--- config.mk ---
export PLATFORM = sky130hd
export DESIGN_NAME = tick_step_counter_flat
export DESIGN_NICKNAME = d
export VERILOG_FILES = /design/src/rtl/tick_step_counter_pkg.sv /design/src/rtl/tick_step_counter_if.sv /design/src/rtl/tick_step_counter_edge_sync.sv /design/src/rtl/tick_step_counter.sv /design/src/flat_wrapper.sv
export SDC_FILE = /design/constraint.sdc
export NUM_CORES = 1
export LEC_CHECK = 0
export ABC_AREA = 0
export BUFFER_PORTS_ARGS = -buffer_cell sky130_fd_sc_hd__buf_2
export CAP_MARGIN = 20
export CORE_MARGIN = 3
export CORE_UTILIZATION = 55
export CTS_CLUSTER_SIZE = 20
export DETAILED_ROUTE_END_ITERATION = 6
export PLACE_DENSITY = 0.79
export SYNTH_ARGS = -nofsm -noshare
export SYNTH_HDL_FRONTEND = slang
export SYNTH_HIERARCHICAL = 1
export SYNTH_SLANG_ARGS = --single-unit
--- constraint.sdc ---
create_clock -name clockin -period 3 [get_ports clockin]
set_input_delay 0.15 -clock clockin [delete_from_list [all_inputs] [get_ports clockin]]
set_output_delay 0.15 -clock clockin [all_outputs]
set_load 0.05 [all_outputs]
--- src/rtl/tick_step_counter_pkg.sv ---
// Shared types and constants for the tick-driven step counter.
// Build option: TICK_STEP_COUNTER_SYNC3_EN selects a 3-flop synchronizer (2 flops otherwise).
package tick_step_counter_pkg;

   typedef enum logic [1:0] {
      IDLE,
      RUN,
      DONE
   } state_t;

`ifdef TICK_STEP_COUNTER_SYNC3_EN
   localparam int unsigned SYNC_STAGES = 3;
`else
   localparam int unsigned SYNC_STAGES = 2;
`endif

endpackage

--- src/rtl/tick_step_counter_if.sv ---
// Control/status bundle of the step counter; the counter is the slave, its driver the master.
// Build option: TICK_STEP_COUNTER_SYNC3_EN (no effect on this interface).
interface tick_step_counter_if #(
   parameter int unsigned WIDTH = 8
) ();

   logic             slow_clk;
   logic             start;
   logic             stop;
   logic             oneshot;
   logic             up_down;
   logic             load;
   logic [WIDTH-1:0] load_value;
   logic [WIDTH-1:0] max_value;
   logic [WIDTH-1:0] count;
   logic             tick;
   logic             wrap;
   logic             done;
   logic             running;

   modport master (
      output slow_clk, start, stop, oneshot, up_down, load, load_value, max_value,
      input  count, tick, wrap, done, running
   );

   modport slave (
      input  slow_clk, start, stop, oneshot, up_down, load, load_value, max_value,
      output count, tick, wrap, done, running
   );

endinterface

--- src/rtl/tick_step_counter_edge_sync.sv ---
// Synchronizes an asynchronous level into clockin and flags its rising edges.
// Build option: TICK_STEP_COUNTER_SYNC3_EN sets the default chain length through the package.
module edge_sync
   import tick_step_counter_pkg::*;
#(
   parameter int unsigned STAGES = SYNC_STAGES
) (
   input  logic clockin,
   input  logic reset_n,
   input  logic async_in,
   output logic rise
);

   logic [STAGES-1:0] sync_q;
   logic              prev_q;

   // Shift the async level through the chain; prev_q remembers the last synchronized sample.
   always_ff @(posedge clockin or negedge reset_n) begin
      if (!reset_n) begin
         sync_q <= '0;
         prev_q <= 1'b0;
      end else begin
         sync_q <= {sync_q[STAGES-2:0], async_in};
         prev_q <= sync_q[STAGES-1];
      end
   end

   assign rise = sync_q[STAGES-1] & ~prev_q;

endmodule

--- src/rtl/tick_step_counter.sv ---
// Step counter advanced by rising edges of a slow divided clock sampled as data on clockin.
// Build option: TICK_STEP_COUNTER_SYNC3_EN adds one synchronizer stage (one more cycle latency).
module tick_step_counter
   import tick_step_counter_pkg::*;
#(
   parameter int unsigned WIDTH      = 8,
   parameter int unsigned INIT_COUNT = 0
) (
   input  logic            clockin,
   input  logic            reset_n,
   tick_step_counter_if.slave bus
);

   logic             rise;
   logic [WIDTH-1:0] clamped_load;
   logic [WIDTH-1:0] restart_value;
   logic             at_terminal;

   state_t           state_q;
   logic [WIDTH-1:0] count_q;
   logic             tick_q;
   logic             wrap_q;
   logic             done_q;
   logic             running_q;

   edge_sync #(
      .STAGES (SYNC_STAGES)
   ) u_edge_sync (
      .clockin  (clockin),
      .reset_n  (reset_n),
      .async_in (bus.slow_clk),
      .rise     (rise)
   );

   // Load clamp, direction-dependent restart value and terminal-count detect.
   always_comb begin
      clamped_load  = (bus.load_value > bus.max_value) ? bus.max_value : bus.load_value;
      restart_value = bus.up_down ? '0 : bus.max_value;
      // >= so a max_value lowered beneath count still terminates on the next rise
      at_terminal   = bus.up_down ? (count_q >= bus.max_value) : (count_q == '0);
   end

   // Control FSM and counter; priority is load > stop > start > rise.
   always_ff @(posedge clockin or negedge reset_n) begin
      if (!reset_n) begin
         state_q   <= IDLE;
         count_q   <= WIDTH'(INIT_COUNT);
         tick_q    <= 1'b0;
         wrap_q    <= 1'b0;
         done_q    <= 1'b0;
         running_q <= 1'b0;
      end else begin
         tick_q <= rise;
         wrap_q <= 1'b0;
         done_q <= 1'b0;
         if (bus.load) begin
            count_q <= clamped_load;
         end else if (bus.stop) begin
            if (state_q == RUN) begin
               state_q   <= IDLE;
               running_q <= 1'b0;
            end
         end else if (bus.start && (state_q != RUN)) begin
            if (state_q == DONE) begin
               count_q <= restart_value;
            end
            state_q   <= RUN;
            running_q <= 1'b1;
         end else if ((state_q == RUN) && rise) begin
            if (!at_terminal) begin
               count_q <= bus.up_down ? count_q + 1'b1 : count_q - 1'b1;
            end else if (bus.oneshot) begin
               state_q   <= DONE;
               running_q <= 1'b0;
               done_q    <= 1'b1;
            end else begin
               count_q <= restart_value;
               wrap_q  <= 1'b1;
            end
         end
      end
   end

   assign bus.count   = count_q;
   assign bus.tick    = tick_q;
   assign bus.wrap    = wrap_q;
   assign bus.done    = done_q;
   assign bus.running = running_q;

endmodule

--- src/flat_wrapper.sv ---
// flat-port wrapper written by rule: the top's interface ports become plain ports
module tick_step_counter_flat import tick_step_counter_pkg::*;
#(
   parameter int unsigned WIDTH      = 8,
   parameter int unsigned INIT_COUNT = 0
)
  (clockin, reset_n, bus_slow_clk, bus_start, bus_stop, bus_oneshot, bus_up_down, bus_load, bus_load_value, bus_max_value, bus_count, bus_tick, bus_wrap, bus_done, bus_running);
  tick_step_counter_if #(.WIDTH(WIDTH)) bus_i ();
  input  logic clockin;
  input  logic reset_n;
  input wire logic [$bits(bus_i.slow_clk)-1:0] bus_slow_clk;
  input wire logic [$bits(bus_i.start)-1:0] bus_start;
  input wire logic [$bits(bus_i.stop)-1:0] bus_stop;
  input wire logic [$bits(bus_i.oneshot)-1:0] bus_oneshot;
  input wire logic [$bits(bus_i.up_down)-1:0] bus_up_down;
  input wire logic [$bits(bus_i.load)-1:0] bus_load;
  input wire logic [$bits(bus_i.load_value)-1:0] bus_load_value;
  input wire logic [$bits(bus_i.max_value)-1:0] bus_max_value;
  output wire logic [$bits(bus_i.count)-1:0] bus_count;
  output wire logic [$bits(bus_i.tick)-1:0] bus_tick;
  output wire logic [$bits(bus_i.wrap)-1:0] bus_wrap;
  output wire logic [$bits(bus_i.done)-1:0] bus_done;
  output wire logic [$bits(bus_i.running)-1:0] bus_running;
  assign bus_i.slow_clk = bus_slow_clk;
  assign bus_i.start = bus_start;
  assign bus_i.stop = bus_stop;
  assign bus_i.oneshot = bus_oneshot;
  assign bus_i.up_down = bus_up_down;
  assign bus_i.load = bus_load;
  assign bus_i.load_value = bus_load_value;
  assign bus_i.max_value = bus_max_value;
  assign bus_count = bus_i.count;
  assign bus_tick = bus_i.tick;
  assign bus_wrap = bus_i.wrap;
  assign bus_done = bus_i.done;
  assign bus_running = bus_i.running;
  tick_step_counter #(.WIDTH(WIDTH), .INIT_COUNT(INIT_COUNT)) u_core (.clockin(clockin), .reset_n(reset_n), .bus(bus_i));
endmodule
==> impl_metrics.env, run 1 <==
export IMPL_fin_crit_ns=2.40
export IMPL_critPathKind="flop to flop"
export IMPL_r2r_end="u_core/bus.count[2]"
export IMPL_syn_nets=237
export IMPL_drc=0
export IMPL_place_inst=252
export IMPL_num_rows=19
export IMPL_area_delta_synth_final_pct=15.0
export IMPL_final_cell_mix="35 x buf_2, 22 x ha_1, 16 x dfrtp_1"
export IMPL_grt_usage_pct=25.0
export IMPL_synthArstFlopShare_pct=100
export IMPL_intPower_uw=640
export IMPL_r2r_setup_slack_ns=0.60
export IMPL_fmax_mhz=417
export IMPL_clk_path_buf_depth=2
export IMPL_drt_iter0_drc=92
export IMPL_setup_viol_count_final=0
export IMPL_syn_avg_cell_area_sq_um=8.93
export IMPL_irDropWorstVdd_mv=0.497
export IMPL_yosys_warnings=6
export IMPL_place_congestion=0.901
export IMPL_synth_cell_types=50
export IMPL_grt_pass1_vias=1519
export IMPL_clkSlewWorstSetupHoldPaths_ns=0.10
export IMPL_rsz0062_at_grt="false"
export IMPL_reg2reg_depth=7
export IMPL_dr_pass1_iters=7
export IMPL_seq_area_frac_synth_pct=23.6
export IMPL_p_sw_share_pct=50.9
export IMPL_clock_sinks=16
export IMPL_synth_seq_cells=16
export IMPL_antennaDiodeCount=0
export IMPL_port_buffers=35
export IMPL_hold_path_class="input pin to flop"
export IMPL_wl_per_cell_um=17.3
export IMPL_p_total_uw=1300
export IMPL_worst_hold_path_endpoint="u_core/bus.done"
export IMPL_min_delay_start="bus_stop"
export IMPL_layout_drive_gt1_share_pct=23.8
export IMPL_core_area_sq_um=2850
export IMPL_synth_ff_type="dfrtp_1"
export IMPL_netlist_area_sq_um=1700
export IMPL_vias=1646
export IMPL_met2_length_um=2090
export IMPL_power_frac_seq_pct=24.9
export IMPL_drv_slew=0
export IMPL_clkPwrFrac_pct=11.5
export IMPL_clock_latency_ns=0.30
export IMPL_route_met3_wl_um=304
export IMPL_cts_setup_buffers=0
export IMPL_num_fill_cells=237
export IMPL_final_common_cell="buf_2"
export IMPL_slowest_stage="dfrtp_1"
export IMPL_wirelength_um=4460
export IMPL_wl_met1_um=1990
export IMPL_synth_edff_count=0
export IMPL_fp_dieW_um=61.5
export IMPL_fin_cells=258
export IMPL_antenna_found_initial=0
export IMPL_power_density_nw_per_um2=667
export IMPL_cpPeakStageDelay_ns=0.46
export IMPL_end_kind="flop"
export IMPL_timing_critical_path_buf_inv=0
export IMPL_r2r_start="u_core/bus.count[2]"
export IMPL_skew_ns=0.00573
export IMPL_synthCells=190
export IMPL_grt_max_degree=27
export IMPL_cts_buffers=3
export IMPL_setup_tns_ns=0
export IMPL_start_util_pct=59.5
export IMPL_tightest_slew_ns=0.533
export IMPL_worstPathRequired_ns=3.20
export IMPL_maxCapViolations=0
export IMPL_die_h_um=61.5
export IMPL_crit_path_max_fanout=5
export IMPL_die_area_sq_um=3790
export IMPL_viasPerCell=6.38
export IMPL_fin_crit_sh_pct=79.9
export IMPL_p_sw_uw=662
export IMPL_overflow=0
export IMPL_tritoncts="yes"
export IMPL_startpoint_type="flop"
export IMPL_grt_pass1_wl_um=7040
export IMPL_hpwl_um=3490
export IMPL_ios=36
export IMPL_routed_top_layer="met4"
export IMPL_cp_data_arrival_time_ns=2.59
export IMPL_relSlewSlack_pct=64.5
export IMPL_drtAntennaViolNets=0
export IMPL_cp_top_family="compound AO/OA/AOI/OAI gates"
export IMPL_holdPathStages=2
export IMPL_finalNetCount=275
export IMPL_path_cells="ha_1, a21oi_1, o21ai_0, a221oi_2, o21ai_1, a311o_1, a22o_1"
export IMPL_placed_cell_area_sq_um=1890
export IMPL_status="complete, no violations"
export IMPL_leakagePower_uw=0.000965
export IMPL_htreeDepth=1
export IMPL_fin_area_sq_um=1950
export IMPL_finalHoldViolCount=0
export IMPL_cts_root_buffer_cell="clkbuf_4"
export IMPL_combPwrFrac_pct=63.6
[synth_stat cells (4+ instances only)]
cell type | number | area share (%)
clkbuf_1 | 4 | 0.88
nand2_1 | 12 | 2.7
o21ai_0 | 9 | 2.7
nor3_1 | 8 | 2.4
a211oi_1 | 8 | 3.5
ha_1 | 22 | 16
a21o_1 | 9 | 4.0
mux2i_1 | 10 | 5.9
nor2_1 | 12 | 2.7
dfrtp_1 | 16 | 24
a21oi_1 | 10 | 2.9
inv_1 | 12 | 2.7
xnor2_1 | 5 | 2.6
[worst max path at each step]
stage | depth (start not counted) | slack [ns] | startpoint | endpoint
after floorplan | 8 | 0.42 | u_core/bus.count[7] | u_core/bus.count[1]
after global placement | 6 | 0.70 | u_core/bus.count[3] | u_core/bus.count[2]
after detailed placement | 8 | 0.65 | u_core/bus.count[7] | u_core/bus.count[2]
after CTS | 6 | 0.64 | u_core/bus.count[3] | u_core/bus.count[7]
after global routing | 8 | 0.51 | u_core/bus.count[7] | u_core/bus.count[1]
final | 7 | 0.60 | u_core/bus.count[2] | u_core/bus.count[2]
[flip-flops by register name (all words and copies together), names as in the netlist]
name,count
u_core/bus.count,8
u_core/bus.done,1
u_core/u_edge_sync/sync_q,2
u_core/bus.tick,1
u_core/state_q,2
u_core/u_edge_sync/prev_q,1
u_core/bus.wrap,1
[power by group through the flow]
stage	Sequential (uW)	Clock [uW]	Combinational, uW
2_1_floorplan	453	0	476
3_3_place_gp	323	0	783
3_5_place_dp	326	0	809
4_1_cts	322	152	815
5_1_grt	332	167	893
6_report	324	149	828
[layout make-up]
type | count | area, sq um | area share [%]
multi-input cells | 155 | 1210 | 62.2
flip-flops and latches | 16 | 400 | 20.5
repair buffers | 39 | 210 | 10.8
inverters | 13 | 51.3 | 2.63
well taps | 31 | 38.8 | 1.99
clock buffers | 4 | 36.3 | 1.86
[through the flow]
stage                     setup WS, ns  hold WS (ns)  utilization (%)
final                            0.604        0.0803             68.4
after detailed placement         0.652        0.0959             66.4
after CTS                        0.636        0.0719             68.4
after global placement           0.700        0.0825             66.4
after floorplan                  0.420        -0.146                -
after global routing             0.513        0.0755             68.4
[cells by family (layout without fill, tap and decap cells)]
group	Yosys count	count (layout)	synth area share (%)
muxes	11	11	6.56
DFF	16	16	23.6
AOI/OAI and AO/OA	63	63	28.1
and+or+nand+nor	53	53	16.9
buffers and inverters	19	56	4.87
xor gates and xnor gates	5	5	2.58
adders and majority gates	23	23	17.4
[per-layer routing]
| metal | vias to the layer above | track usage (%) |
|---|---|---|
| li1 | 792 | - |
| met1 | 770 | 33.0 |
| met2 | 72 | 42.2 |
| met3 | 12 | 4.61 |
| met4 | 0 | 6.06 |
| met5 | - | 0 |
[timing repair]
action | in CTS | in global routing
resized for setup | 0 | 0
hold endpoints to repair | 17 | 0
hold buffers | 2 | 0
Note: power is estimated with default switching activity, not from simulation.
==> run 2, diff against run 1 <==
Clock period 3 ns to 2.5 ns, I/O delays scaled along.
==> run 2 against run 1 <==
  * Power is 20% higher
  * Setup slack worse by 0.52 ns
  * Cell area is 1.5% higher
  * Die area stayed put
  * Via count is 3.9% higher
  * Routed wire length is 2.9% higher
  * Largest cell class unchanged
==> impl_metrics.env, run 2 (same netlist as run 1, synthesis figures left out) <==
export IMPL_fp_dieW_um=61.5
export IMPL_tightest_slew_ns=0.550
export IMPL_core_area_sq_um=2850
export IMPL_layout_drive_gt1_share_pct=25.9
export IMPL_power_frac_seq_pct=24.4
export IMPL_finalNetCount=280
export IMPL_area_delta_synth_final_pct=16.7
export IMPL_vias=1710
export IMPL_antennaDiodeCount=0
export IMPL_use_met3_pct=3.56
export IMPL_startpoint_type="flop"
export IMPL_clkSlewWorstSetupHoldPaths_ns=0.10
export IMPL_antenna_found_initial=0
export IMPL_grt_usage_pct=25.5
export IMPL_cts_buffers=3
export IMPL_die_area_sq_um=3790
export IMPL_power_density_nw_per_um2=789
export IMPL_final_common_cell="buf_2"
export IMPL_drtAntennaViolNets=0
export IMPL_grt_pass1_vias=1616
export IMPL_clock_sinks=16
export IMPL_critPathKind="flop to flop"
export IMPL_met2_usage_pct=45.7
export IMPL_fmax_mhz=413
export IMPL_r2r_setup_slack_ns=0.08
export IMPL_htreeDepth=1
export IMPL_grt_busiest_layer="met2"
export IMPL_clkPwrFrac_pct=9.4
export IMPL_drv_slew=0
export IMPL_fin_area_sq_um=1980
export IMPL_status="complete, no violations"
export IMPL_place_inst=254
export IMPL_leakagePower_uw=0.000981
export IMPL_holdWs_ns=0.0545
export IMPL_irDropWorstVdd_mv=0.481
export IMPL_viasPerCell=6.50
export IMPL_fin_cells=263
export IMPL_cp_data_arrival_time_ns=2.60
export IMPL_p_sw_uw=800
export IMPL_end_kind="flop"
export IMPL_largest_reg_flops=8
export IMPL_dr_pass1_iters=5
export IMPL_final_cell_mix="35 x buf_2, 22 x ha_1, 14 x dfrtp_1"
export IMPL_intPower_uw=763
export IMPL_setup_viol_count_final=0
export IMPL_grt_pass1_wl_um=7220
export IMPL_maxCapViolations=0
export IMPL_tritoncts="yes"
export IMPL_fin_crit_sh_pct=96.7
export IMPL_relSlewSlack_pct=63.3
export IMPL_place_congestion=0.953
export IMPL_port_buffers=35
export IMPL_crit_path_max_fanout=9
export IMPL_num_rows=19
export IMPL_clock_latency_ns=0.29
export IMPL_cts_resized=0
export IMPL_num_fill_cells=225
export IMPL_wl_per_cell_um=17.4
export IMPL_cts_root_buffer_cell="clkbuf_4"
export IMPL_start_util_pct=59.5
export IMPL_finalHoldViolCount=0
export IMPL_clk_path_buf_depth=2
export IMPL_skew_ns=0.00325
export IMPL_p_total_uw=1560
export IMPL_grt_max_degree=27
export IMPL_fin_crit_ns=2.42
export IMPL_placed_cell_area_sq_um=1910
export IMPL_drt_iter0_drc=150
export IMPL_die_h_um=61.5
export IMPL_overflow=0
export IMPL_wirelength_um=4590
export IMPL_multi_input_area_sq_um=1210
export IMPL_p_sw_share_pct=51.2
export IMPL_combPwrFrac_pct=66.1
export IMPL_use_met1_pct=32.7
export IMPL_drc=0
export IMPL_worstPathRequired_ns=2.68
export IMPL_hpwl_um=3610
export IMPL_hold_path_class="input pin to flop"
export IMPL_ios=36
export IMPL_ff_latch_area_sq_um=403
-- run 2: changes by cell type in the layout (fill, tap and decap cells not counted), sizes merged --
cell	change
buf	+5
-- run 2: power groups by stage --
stage                     registers (uW)  logic, uW  clock network [uW]
after global placement               378        962                   0
after global routing                 390       1110                 165
after floorplan                      546        571                   0
after CTS                            378       1010                 149
after detailed placement             381       1000                   0
final                                382       1030                 147
-- run 2: layer usage --
| layer | wire length (um) | part of all wire, % |
|---|---|---|
| met1 | 1930 | 42 |
| met3 | 324 | 7.1 |
| met2 | 2270 | 50 |
| met4 | 59 | 1.3 |
| met5 | 0 | 0 |
-- run 2: layout make-up --
| cell class | count | area share, % |
|---|---|---|
| repair buffers | 44 | 12.5 |
| well taps | 31 | 1.96 |
| flip-flops and latches | 16 | 20.3 |
| clock buffers | 4 | 1.33 |
| multi-input cells | 155 | 61.3 |
| inverters | 13 | 2.59 |
-- run 2: path summary, 6_finish.rpt --
| path | to | depth (start not counted) | startpoint |
|---|---|---|---|
| min in group asynchronous | u_core/bus.count[4] | 2 | reset_n |
| min reg2reg | u_core/u_edge_sync/sync_q[1] | 0 | u_core/u_edge_sync/sync_q[0] |
| max reg2reg | u_core/bus.count[2] | 8 | u_core/bus.count[7] |
| max in group asynchronous | u_core/bus.count[7] | 2 | reset_n |
| max | u_core/bus.count[2] | 8 | u_core/bus.count[7] |
| min | u_core/bus.done | 2 | bus_stop |
-- run 2: per-stage QoR --
stage / TNS [ns] / util, % / setup slack [ns]
detailed placement: 0 / 67.0 / 0.125
global route: -0.00483 / 69.4 / -0.00483
CTS: 0 / 68.6 / 0.0998
floorplan: 0 / - / 0.0363
global placement: 0 / 67.0 / 0.243
finish: 0 / 69.4 / 0.0813
-- run 2: worst max-delay path, cell delays in order (launching register included) --
cell,delay (ns)
dfrtp_2,0.45
ha_1,0.33
o21ai_0,0.09
a221o_2,0.40
and2_1,0.18
o41ai_2,0.36
buf_4,0.23
a21oi_1,0.05
a22o_1,0.23
-- run 2: timing repair --
item | CTS | global route
setup buffers | 0 | 3
endpoints found under the setup margin | 0 | 1
hold buffers | 2 | 0
endpoints found under the hold margin | 17 | 0
